`config.mk`:
```
export PLATFORM = sky130hd
export DESIGN_NAME = video_timing_gen
export DESIGN_NICKNAME = d
export VERILOG_FILES = /design/src/rtl/video_timing_pkg.sv /design/src/rtl/pulse_rise_det.sv /design/src/rtl/video_timing_gen.sv
export SDC_FILE = /design/constraint.sdc
export NUM_CORES = 1
export LEC_CHECK = 0
export CAP_MARGIN = 25
export CORE_UTILIZATION = 43
export DETAILED_ROUTE_END_ITERATION = 12
export PLACE_DENSITY_LB_ADDON = 0.08
export SKIP_CTS_REPAIR_TIMING = 1
export SLEW_MARGIN = 20
export SYNTH_ARGS = -nofsm -noshare
export SYNTH_HDL_FRONTEND = slang
export SYNTH_SLANG_ARGS = --single-unit
export TNS_END_PERCENT = 30
```
`constraint.sdc`:
```
create_clock -name clock -period 2.7 [get_ports clock]
set_input_delay 0.405 -clock clock [delete_from_list [all_inputs] [get_ports clock]]
set_output_delay 0.405 -clock clock [all_outputs]
set_load 0.01 [all_outputs]
```
`src/rtl/video_timing_pkg.sv`:
```
`default_nettype none
// ============================================================================
// video_timing_pkg : vertical state encoding and default raster geometry
// Revision 1.0
// ============================================================================
package video_timing_pkg;

  typedef enum logic [1:0] {
    VS_ACTIVE = 2'd0,
    VS_FRONT  = 2'd1,
    VS_SYNC   = 2'd2,
    VS_BACK   = 2'd3
  } vstate_t;

  localparam int   DEF_H_WIDTH      = 8;
  localparam int   DEF_V_WIDTH      = 10;
  localparam int   DEF_H_ACTIVE     = 200;
  localparam int   DEF_H_SYNC_START = 210;
  localparam int   DEF_H_SYNC_END   = 230;
  localparam int   DEF_V_ACTIVE     = 480;
  localparam int   DEF_V_FRONT      = 10;
  localparam int   DEF_V_SYNC       = 2;
  localparam int   DEF_V_BACK       = 33;
  localparam logic DEF_SYNC_POL     = 1'b0;

  // Drive level of a sync output given its polarity and whether it is asserted.
  function automatic logic sync_level(input logic pol, input logic on);
    return on ? pol : ~pol;
  endfunction

endpackage
`default_nettype wire

```
`src/rtl/pulse_rise_det.sv`:
```
`default_nettype none
// ============================================================================
// pulse_rise_det : registered rising-edge detector (rise = sig & ~sig_q)
// Revision 1.0
// ============================================================================
module pulse_rise_det (
  input  logic clock,
  input  logic reset,
  input  logic sig_i,
  output logic rise_o
);

  logic sig_q;

  always_ff @(posedge clock) begin
    if (reset) begin
      sig_q <= 1'b0;
    end else begin
      sig_q <= sig_i;
    end
  end

  assign rise_o = sig_i & ~sig_q;

endmodule
`default_nettype wire

```
`src/rtl/video_timing_gen.sv`:
```
`default_nettype none
// ============================================================================
// video_timing_gen : line counter, vertical FSM, registered HSYNC/VSYNC/DE and
// frame-start strobe. Optional upstream checker: define VIDEO_TIMING_CHECK_EN.
// Revision 1.0
// ============================================================================
module video_timing_gen
  import video_timing_pkg::*;
#(
  parameter int   H_WIDTH      = DEF_H_WIDTH,
  parameter int   V_WIDTH      = DEF_V_WIDTH,
  parameter int   H_ACTIVE     = DEF_H_ACTIVE,
  parameter int   H_SYNC_START = DEF_H_SYNC_START,
  parameter int   H_SYNC_END   = DEF_H_SYNC_END,
  parameter int   V_ACTIVE     = DEF_V_ACTIVE,
  parameter int   V_FRONT      = DEF_V_FRONT,
  parameter int   V_SYNC       = DEF_V_SYNC,
  parameter int   V_BACK       = DEF_V_BACK,
  parameter logic SYNC_POL     = DEF_SYNC_POL
) (
  input  logic               clock,
  input  logic               reset,
  input  logic               enable,
  input  logic [H_WIDTH-1:0] h_count,
  input  logic               line_tc,
  output logic               hsync,
  output logic               vsync,
  output logic               de,
  output logic [V_WIDTH-1:0] line,
  output logic               frame_start,
  output logic               timing_err
);

  localparam int c_v_total = V_ACTIVE + V_FRONT + V_SYNC + V_BACK;

  localparam logic [H_WIDTH-1:0] c_h_active     = H_WIDTH'(H_ACTIVE);
  localparam logic [H_WIDTH-1:0] c_h_sync_start = H_WIDTH'(H_SYNC_START);
  localparam logic [H_WIDTH-1:0] c_h_sync_end   = H_WIDTH'(H_SYNC_END);
  localparam logic [V_WIDTH-1:0] c_v_last       = V_WIDTH'(c_v_total - 1);
  localparam logic [V_WIDTH-1:0] c_front_start  = V_WIDTH'(V_ACTIVE);
  localparam logic [V_WIDTH-1:0] c_sync_start   = V_WIDTH'(V_ACTIVE + V_FRONT);
  localparam logic [V_WIDTH-1:0] c_back_start   = V_WIDTH'(V_ACTIVE + V_FRONT + V_SYNC);

  logic               tc_rise;
  logic               advance;
  logic               wrap;
  logic               h_in_active;
  logic               h_in_sync;

  vstate_t            state_q, state_d;
  logic [V_WIDTH-1:0] line_q, line_d;
  logic               hsync_q, hsync_d;
  logic               vsync_q, vsync_d;
  logic               de_q, de_d;
  logic               fs_q, fs_d;

  pulse_rise_det u_tc_rise (
    .clock  (clock),
    .reset  (reset),
    .sig_i  (line_tc),
    .rise_o (tc_rise)
  );

  assign advance     = enable & tc_rise;
  assign wrap        = advance & (line_q == c_v_last);
  assign h_in_active = (h_count < c_h_active);
  assign h_in_sync   = (h_count >= c_h_sync_start) & (h_count < c_h_sync_end);

  always_comb begin
    line_d = line_q;
    if (wrap) begin
      line_d = '0;
    end else if (advance) begin
      line_d = line_q + V_WIDTH'(1);
    end
  end

  // Outputs are computed from the next state so the first pixel of a new line
  // is already gated by that line's vertical region.
  always_comb begin
    state_d = state_q;
    if (advance) begin
      case (state_q)
        VS_ACTIVE: if (line_d == c_front_start) state_d = VS_FRONT;
        VS_FRONT:  if (line_d == c_sync_start)  state_d = VS_SYNC;
        VS_SYNC:   if (line_d == c_back_start)  state_d = VS_BACK;
        VS_BACK:   if (line_d == '0)            state_d = VS_ACTIVE;
        default:                                state_d = VS_ACTIVE;
      endcase
    end

    hsync_d = sync_level(SYNC_POL, enable & h_in_sync);
    vsync_d = sync_level(SYNC_POL, enable & (state_d == VS_SYNC));
    de_d    = enable & h_in_active & (state_d == VS_ACTIVE);
    fs_d    = wrap;
  end

  always_ff @(posedge clock) begin
    if (reset) begin
      state_q <= VS_ACTIVE;
      line_q  <= '0;
      hsync_q <= ~SYNC_POL;
      vsync_q <= ~SYNC_POL;
      de_q    <= 1'b0;
      fs_q    <= 1'b0;
    end else begin
      state_q <= state_d;
      line_q  <= line_d;
      hsync_q <= hsync_d;
      vsync_q <= vsync_d;
      de_q    <= de_d;
      fs_q    <= fs_d;
    end
  end

  assign hsync       = hsync_q;
  assign vsync       = vsync_q;
  assign de          = de_q;
  assign line        = line_q;
  assign frame_start = fs_q;

`ifdef VIDEO_TIMING_CHECK_EN
  // miss_q counts H_SYNC_END crossings since the last line_tc edge; a third
  // crossing means two whole lines went by without a terminal count.
  logic [1:0] miss_q, miss_d;
  logic       err_q, err_d;

  always_comb begin
    miss_d = miss_q;
    err_d  = err_q;
    if (tc_rise) begin
      miss_d = 2'd0;
      if (h_count != '0) err_d = 1'b1;
    end else if (h_count == c_h_sync_end) begin
      if (miss_q == 2'd2) begin
        err_d = 1'b1;
      end else begin
        miss_d = miss_q + 2'd1;
      end
    end
  end

  always_ff @(posedge clock) begin
    if (reset) begin
      miss_q <= 2'd0;
      err_q  <= 1'b0;
    end else begin
      miss_q <= miss_d;
      err_q  <= err_d;
    end
  end

  assign timing_err = err_q;
`else
  assign timing_err = 1'b0;
`endif

endmodule
`default_nettype wire

```
# Yosys cells after proc, flatten, opt, wreduce, memory -nomap -nowiden
# Cells that the tools add are included.
# classes
addsub,1
multipliers,0
div,0
order_cmp,3
eq_ne,8
n_shift,0
mux,10
bitwise_logic,9
n_reduce_logical,3
# ops
cell,n
$eq A10 B9 Y1 const B,3
$mux W10,2
$lt A8 B8 Y1 const B,2
$add A10 B1 Y10 const B,1
$eq A10 B10 Y1 const B,1
$logic_not A10 Y1,1
$mux W2,5
$and A1 B1 Y1,8
$ge A8 B8 Y1 const B,1
$pmux W2 S4,1
$eq A2 B2 Y1 const B,3
$logic_not A2 Y1,2
$eq A2 B1 Y1 const B,1
$mux W1,2
$not A1 Y1,1
# word_totals
reg_bits,17
latch_bits,0
ram_bits,0
rom_bits,0
in_bits,12
output_inout_bits,15
wordCells,41
n_memories,0

# Logic depth before layout (Yosys ltp)
# depth
depth_word,12
ltp_mapped,10
mapped_depth_nobuf,9

# Hierarchy
# Synthesis repeated with hierarchy kept, for this count alone.
# hier_totals
hier_cells,141
hier_area_um2,1128.6
# modules_own_cells
module,instances,cells_each,area_each_um2,seq_area_each_um2
video_timing_gen,1,138,1081.0,320.3
pulse_rise_det,1,3,47.5,20.0

# Worst setup path after synthesis
# No wires, ideal clock.
# synth_timing
kind,flip-flop to flip-flop
from,register line_q[0] (netlist: line[0])
to,register de_q (netlist: de)
setup_ns,0.115
arrival_ns,2.170
required_time_ns,2.585
setup_slack_ns,0.415
stages_incl_launch_ff,10
path_buffers,1
synth_period_minus_slack_ns,2.285
path_cell_list,dfxtp_1 -> buf_2 -> inv_1 -> ha_1 -> and4bb_2 -> a311oi_2 -> a211oi_2 -> and4_1 -> or3b_4 -> nor3b_2
# synth_between
elab_chain_len,9
word_cells_on_any_way,17
cone_classes,1 x add/sub; 4 x eq/ne; 8 x mux; 2 x bitwise; 2 x reduce/logical
# synth_lines
element,line_no,rtl
start: declaration,video_timing_gen.sv:51,"logic [V_WIDTH-1:0] line_q, line_d;"
start signal: assignment,video_timing_gen.sv:108,line_q <= line_d;
$add A10 B1 Y10 / $eq A10 B10 Y1 (equally long branches),"video_timing_gen.sv:74, video_timing_gen.sv:65",
$mux W10 / $and A1 B1 Y1 (equally long branches),"video_timing_gen.sv:73, video_timing_gen.sv:65",
$mux W10 *,video_timing_gen.sv:71,if (wrap) begin
$eq A10 B9 Y1 (tied with other cells),video_timing_gen.sv:86,VS_SYNC: if (line_d == c_back_start) state_d = VS_BACK;
$mux W2 (on tied branches),--,
$pmux W2 S4 *,video_timing_gen.sv:83,case (state_q)
$mux W2 *,video_timing_gen.sv:82,if (advance) begin
$logic_not A2 Y1 *,video_timing_gen.sv:94,de_d = enable & h_in_active & (state_d == VS_ACTIVE);
$and A1 B1 Y1 *,video_timing_gen.sv:94,
end signal: assignment,video_timing_gen.sv:104,de_q <= 1'b0;
end signal: assignment,video_timing_gen.sv:111,de_q <= de_d;
end: declaration,video_timing_gen.sv:54,"logic de_q, de_d;"
# Mark *: on every way between the ends. The rest lies on a longest branch, timed or not.
# A chain may end at the register's enable or synchronous reset.

# Worst setup path after layout
# layout_timing
from,register line_q[0] (netlist: line[0])
to,register state_q[1]
# layout_between
elab_chain_len,7
word_cells_on_any_way,15
cone_classes,1 x add/sub; 4 x eq/ne; 8 x mux; 1 x bitwise; 1 x reduce/logical
# layout_lines
element,line_no,rtl
$add A10 B1 Y10 / $eq A10 B10 Y1 (equally long branches),"video_timing_gen.sv:74, video_timing_gen.sv:65",
$mux W10 / $and A1 B1 Y1 (equally long branches),"video_timing_gen.sv:73, video_timing_gen.sv:65",
$mux W10 *,video_timing_gen.sv:71,
$eq A10 B9 Y1 (tied with other cells),video_timing_gen.sv:86,
$mux W2 (on tied branches),--,
$pmux W2 S4 *,video_timing_gen.sv:83,
$mux W2 *,video_timing_gen.sv:82,
end signal: assignment,video_timing_gen.sv:107,state_q <= state_d;
end: declaration,video_timing_gen.sv:50,"vstate_t state_q, state_d;"
# Marked as above.

==> metrics <==
status=finished, final reports clean; main combinational cell family by area after synthesis=simple AND/OR/NAND/NOR gates; CTS HTree Levels=1; syn_nets=153; Port-buffer cells=24; worst min-delay path class=input port to register; maximum operating frequency=403 MHz; DRT Pass-1 Iters=4; placeable core region=2520 um2; CTS buffer count=3; XOR/XNOR Fraction of Synth Area=0.0596; drt wl/cell=14.9 um; worst r2r src=line[0]; slowest stage cell, crit path=dfxtp_1; Hold Path Origin=h_count[6]; starting density of the core=0.466; Synth Instances=139; diode count=0; Synth Flop Type=dfxtp_1; crit-path cells=inv_1 > ha_1 > and4bb_2 > nand2_2 > a311oi_2 > o2111ai_1 > o21ai_1 > a21bo_2 > nor2b_1; worst reg2reg setup slack=0.22 ns; sequential fraction of the synthesis area=0.290; reg-to-reg endpoint=state_q[1]; Tcrit/Tclk final=0.919; Seq cells post-synth=17; final setup TNS=0 ns; Critical Path Start Type=register; Pleak=0.000499 uW; Fin. Hold Viols=0; post-synthesis mux area share=0.00958; Area Growth Syn to Fin=28.1%; CP max stage delay=0.43 ns; simple-gate share of the synthesized area=0.364; cell depth of the worst setup path=9; syn_area_per_cell=8.45 um2; clock skew=0.0152 ns; RSZ-0062 raised after global routing=false; critical path's top delay family=compound AO/OA/AOI/OAI gates; crit-path max FO=10; Compound-Gate Fraction of Synth Area=0.188; num rows=18; antenna viol nets, final=0; CP Buf/Inv Count=1; EDFF count, synth=0; vias in the first global route=1165; Synth Area in Adders=0.0213; VDD IR max=0.269 mV; top post-synthesis cells by area=dfxtp_1, xnor2_1, nor2_1; Max-cap violations=0; die area=2950 um2; TritonCTS clock tree=done; routability cong.=0.868; Nets=184; clock-pin slew on the worst setup and hold paths=0.12 ns; clk sinks=17; fin. max-slew vios=0; R2R depth=9; gr usage total=0.237; most numerous cell in the Yosys netlist=dfxtp_1; Setup crit end kind=register; post-route non-filler standard cell count=199; Vert. Die Dim=54.3 um; Longest Clk Path Bufs=2; Residual DRC=0; CP Data Arrival Time=2.70 ns; DP HPWL=2.32 mm; area fraction of the dominant cell type after synthesis=0.290; synthesized area=1170 um2; Post-Route WL=2.96 mm; Worst Path Required=2.92 ns; total gr overflow=0; post-synthesis cell type count=54; Final Core Density=0.597; CP Capture Point=state_q[1]; share of flip-flops with an asynchronous set or reset=0; # setup viols final=0; Pwr per Cell Area=315 nW/um2; Ports=27; Yosys top cell by area=dfxtp_1; first-pass GRT wire length=5.02 mm; min Tclk post-route=2.48 ns; via count=1164; synth warn=0; Detailed Route Iter0 Violations=28; WS Path Type=register to register; Post-synth top cells=dfxtp_1, nor2_1, nor3_1; Die W=54.3 um; largest net degree at the start of global routing=15; CTS root buffer=clkbuf_4; hold slack=0.609 ns; layout cells sized above 1=0.178; DR vias/cell=5.85; Worst setup startpoint=line[0]; initial antenna violation count=0; later-pin clock latency in the skew report=0.31 ns; Cells after DPL=195
==> layout make-up <==
class | count | area (um2)
fill | 234 | 1020
multi-input combinational | 109 | 759
sequential | 17 | 340
timing repair buffer | 35 | 323
tap | 30 | 37.5
clock buffer | 3 | 22.5
inverter | 4 | 15.0
clock inverter | 1 | 7.51
==> cells by family (layout without fill, tap and decap cells) <==
family	count (synthesis)	in the layout
flops	17	17
buf+inv	13	43
mux	1	1
other cells	1	1
simple gates	69	69
compound gates	28	28
xor+xnor	8	8
fa+ha+maj	2	2
==> power by group <==
part	internal [uW]	switching [uW]	leakage (uW)
Sequential	254	5.22	0.000138
Clock	56.6	93.7	0.0000139
Combinational	34.5	30.0	0.000347
==> state kept, by name, summed over array words and instances (netlist names) <==
register         count
u_tc_rise.sig_q      1
hsync                1
line                10
frame_start          1
state_q              2
vsync                1
de                   1
==> layout by cell type (no fill, tap or decap), types with 2 or more instances in the layout <==
cell,Yosys,routed
a211oi_1,2,2
a21oi_1,7,7
a311oi_2,2,2
and2_1,2,2
and3b_1,2,2
and4_1,2,2
buf_4,4,11
clkbuf_4,0,3
clkdlybuf4s50_1,0,24
dfxtp_1,17,17
ha_1,2,2
inv_1,3,3
nand2_1,6,6
nand3_1,8,8
nand3_2,2,2
nand4_1,2,2
nor2_1,16,16
nor2b_1,4,4
nor3_1,11,11
o2111ai_1,2,2
o211ai_1,2,2
xnor2_1,7,7
==> routing by layer <==
layer  track usage  wire length, um  share of wire
met2         0.437             1550           0.52
met5             0                0              0
met3        0.0611              128          0.043
met4        0.0684               27         0.0091
met1         0.263             1250           0.42
==> worst reg2reg max path: stages (launching register included) <==
cell       delay, ns
dfxtp_1         0.43
inv_1           0.15
ha_1            0.16
and4bb_2        0.32
nand2_2         0.12
a311oi_2        0.41
o2111ai_1       0.23
o21ai_1         0.18
a21bo_2         0.26
nor2b_1         0.13
==> how the worst min path moves through the flow <==
| stage | depth (start not counted) | to |
|---|---|---|
| floorplan | 1 | state_q[1] |
| global placement | 2 | line[9] |
| detailed placement | 2 | de |
| CTS | 2 | hsync |
| global route | 2 | hsync |
| finish | 2 | hsync |
==> metrics by stage <==
step / total power [uW] / setup WS (ns) / area (um2)
2_1_floorplan: 296 / 0.415 / 1170
3_3_place_gp: 329 / 0.0504 / 1480
3_5_place_dp: 330 / 0.0298 / 1480
4_1_cts: 480 / 0.245 / 1510
5_1_grt: 494 / 0.103 / 1510
6_report: 474 / 0.219 / 1510
No activity file was read; power rests on OpenSTA's default activity.
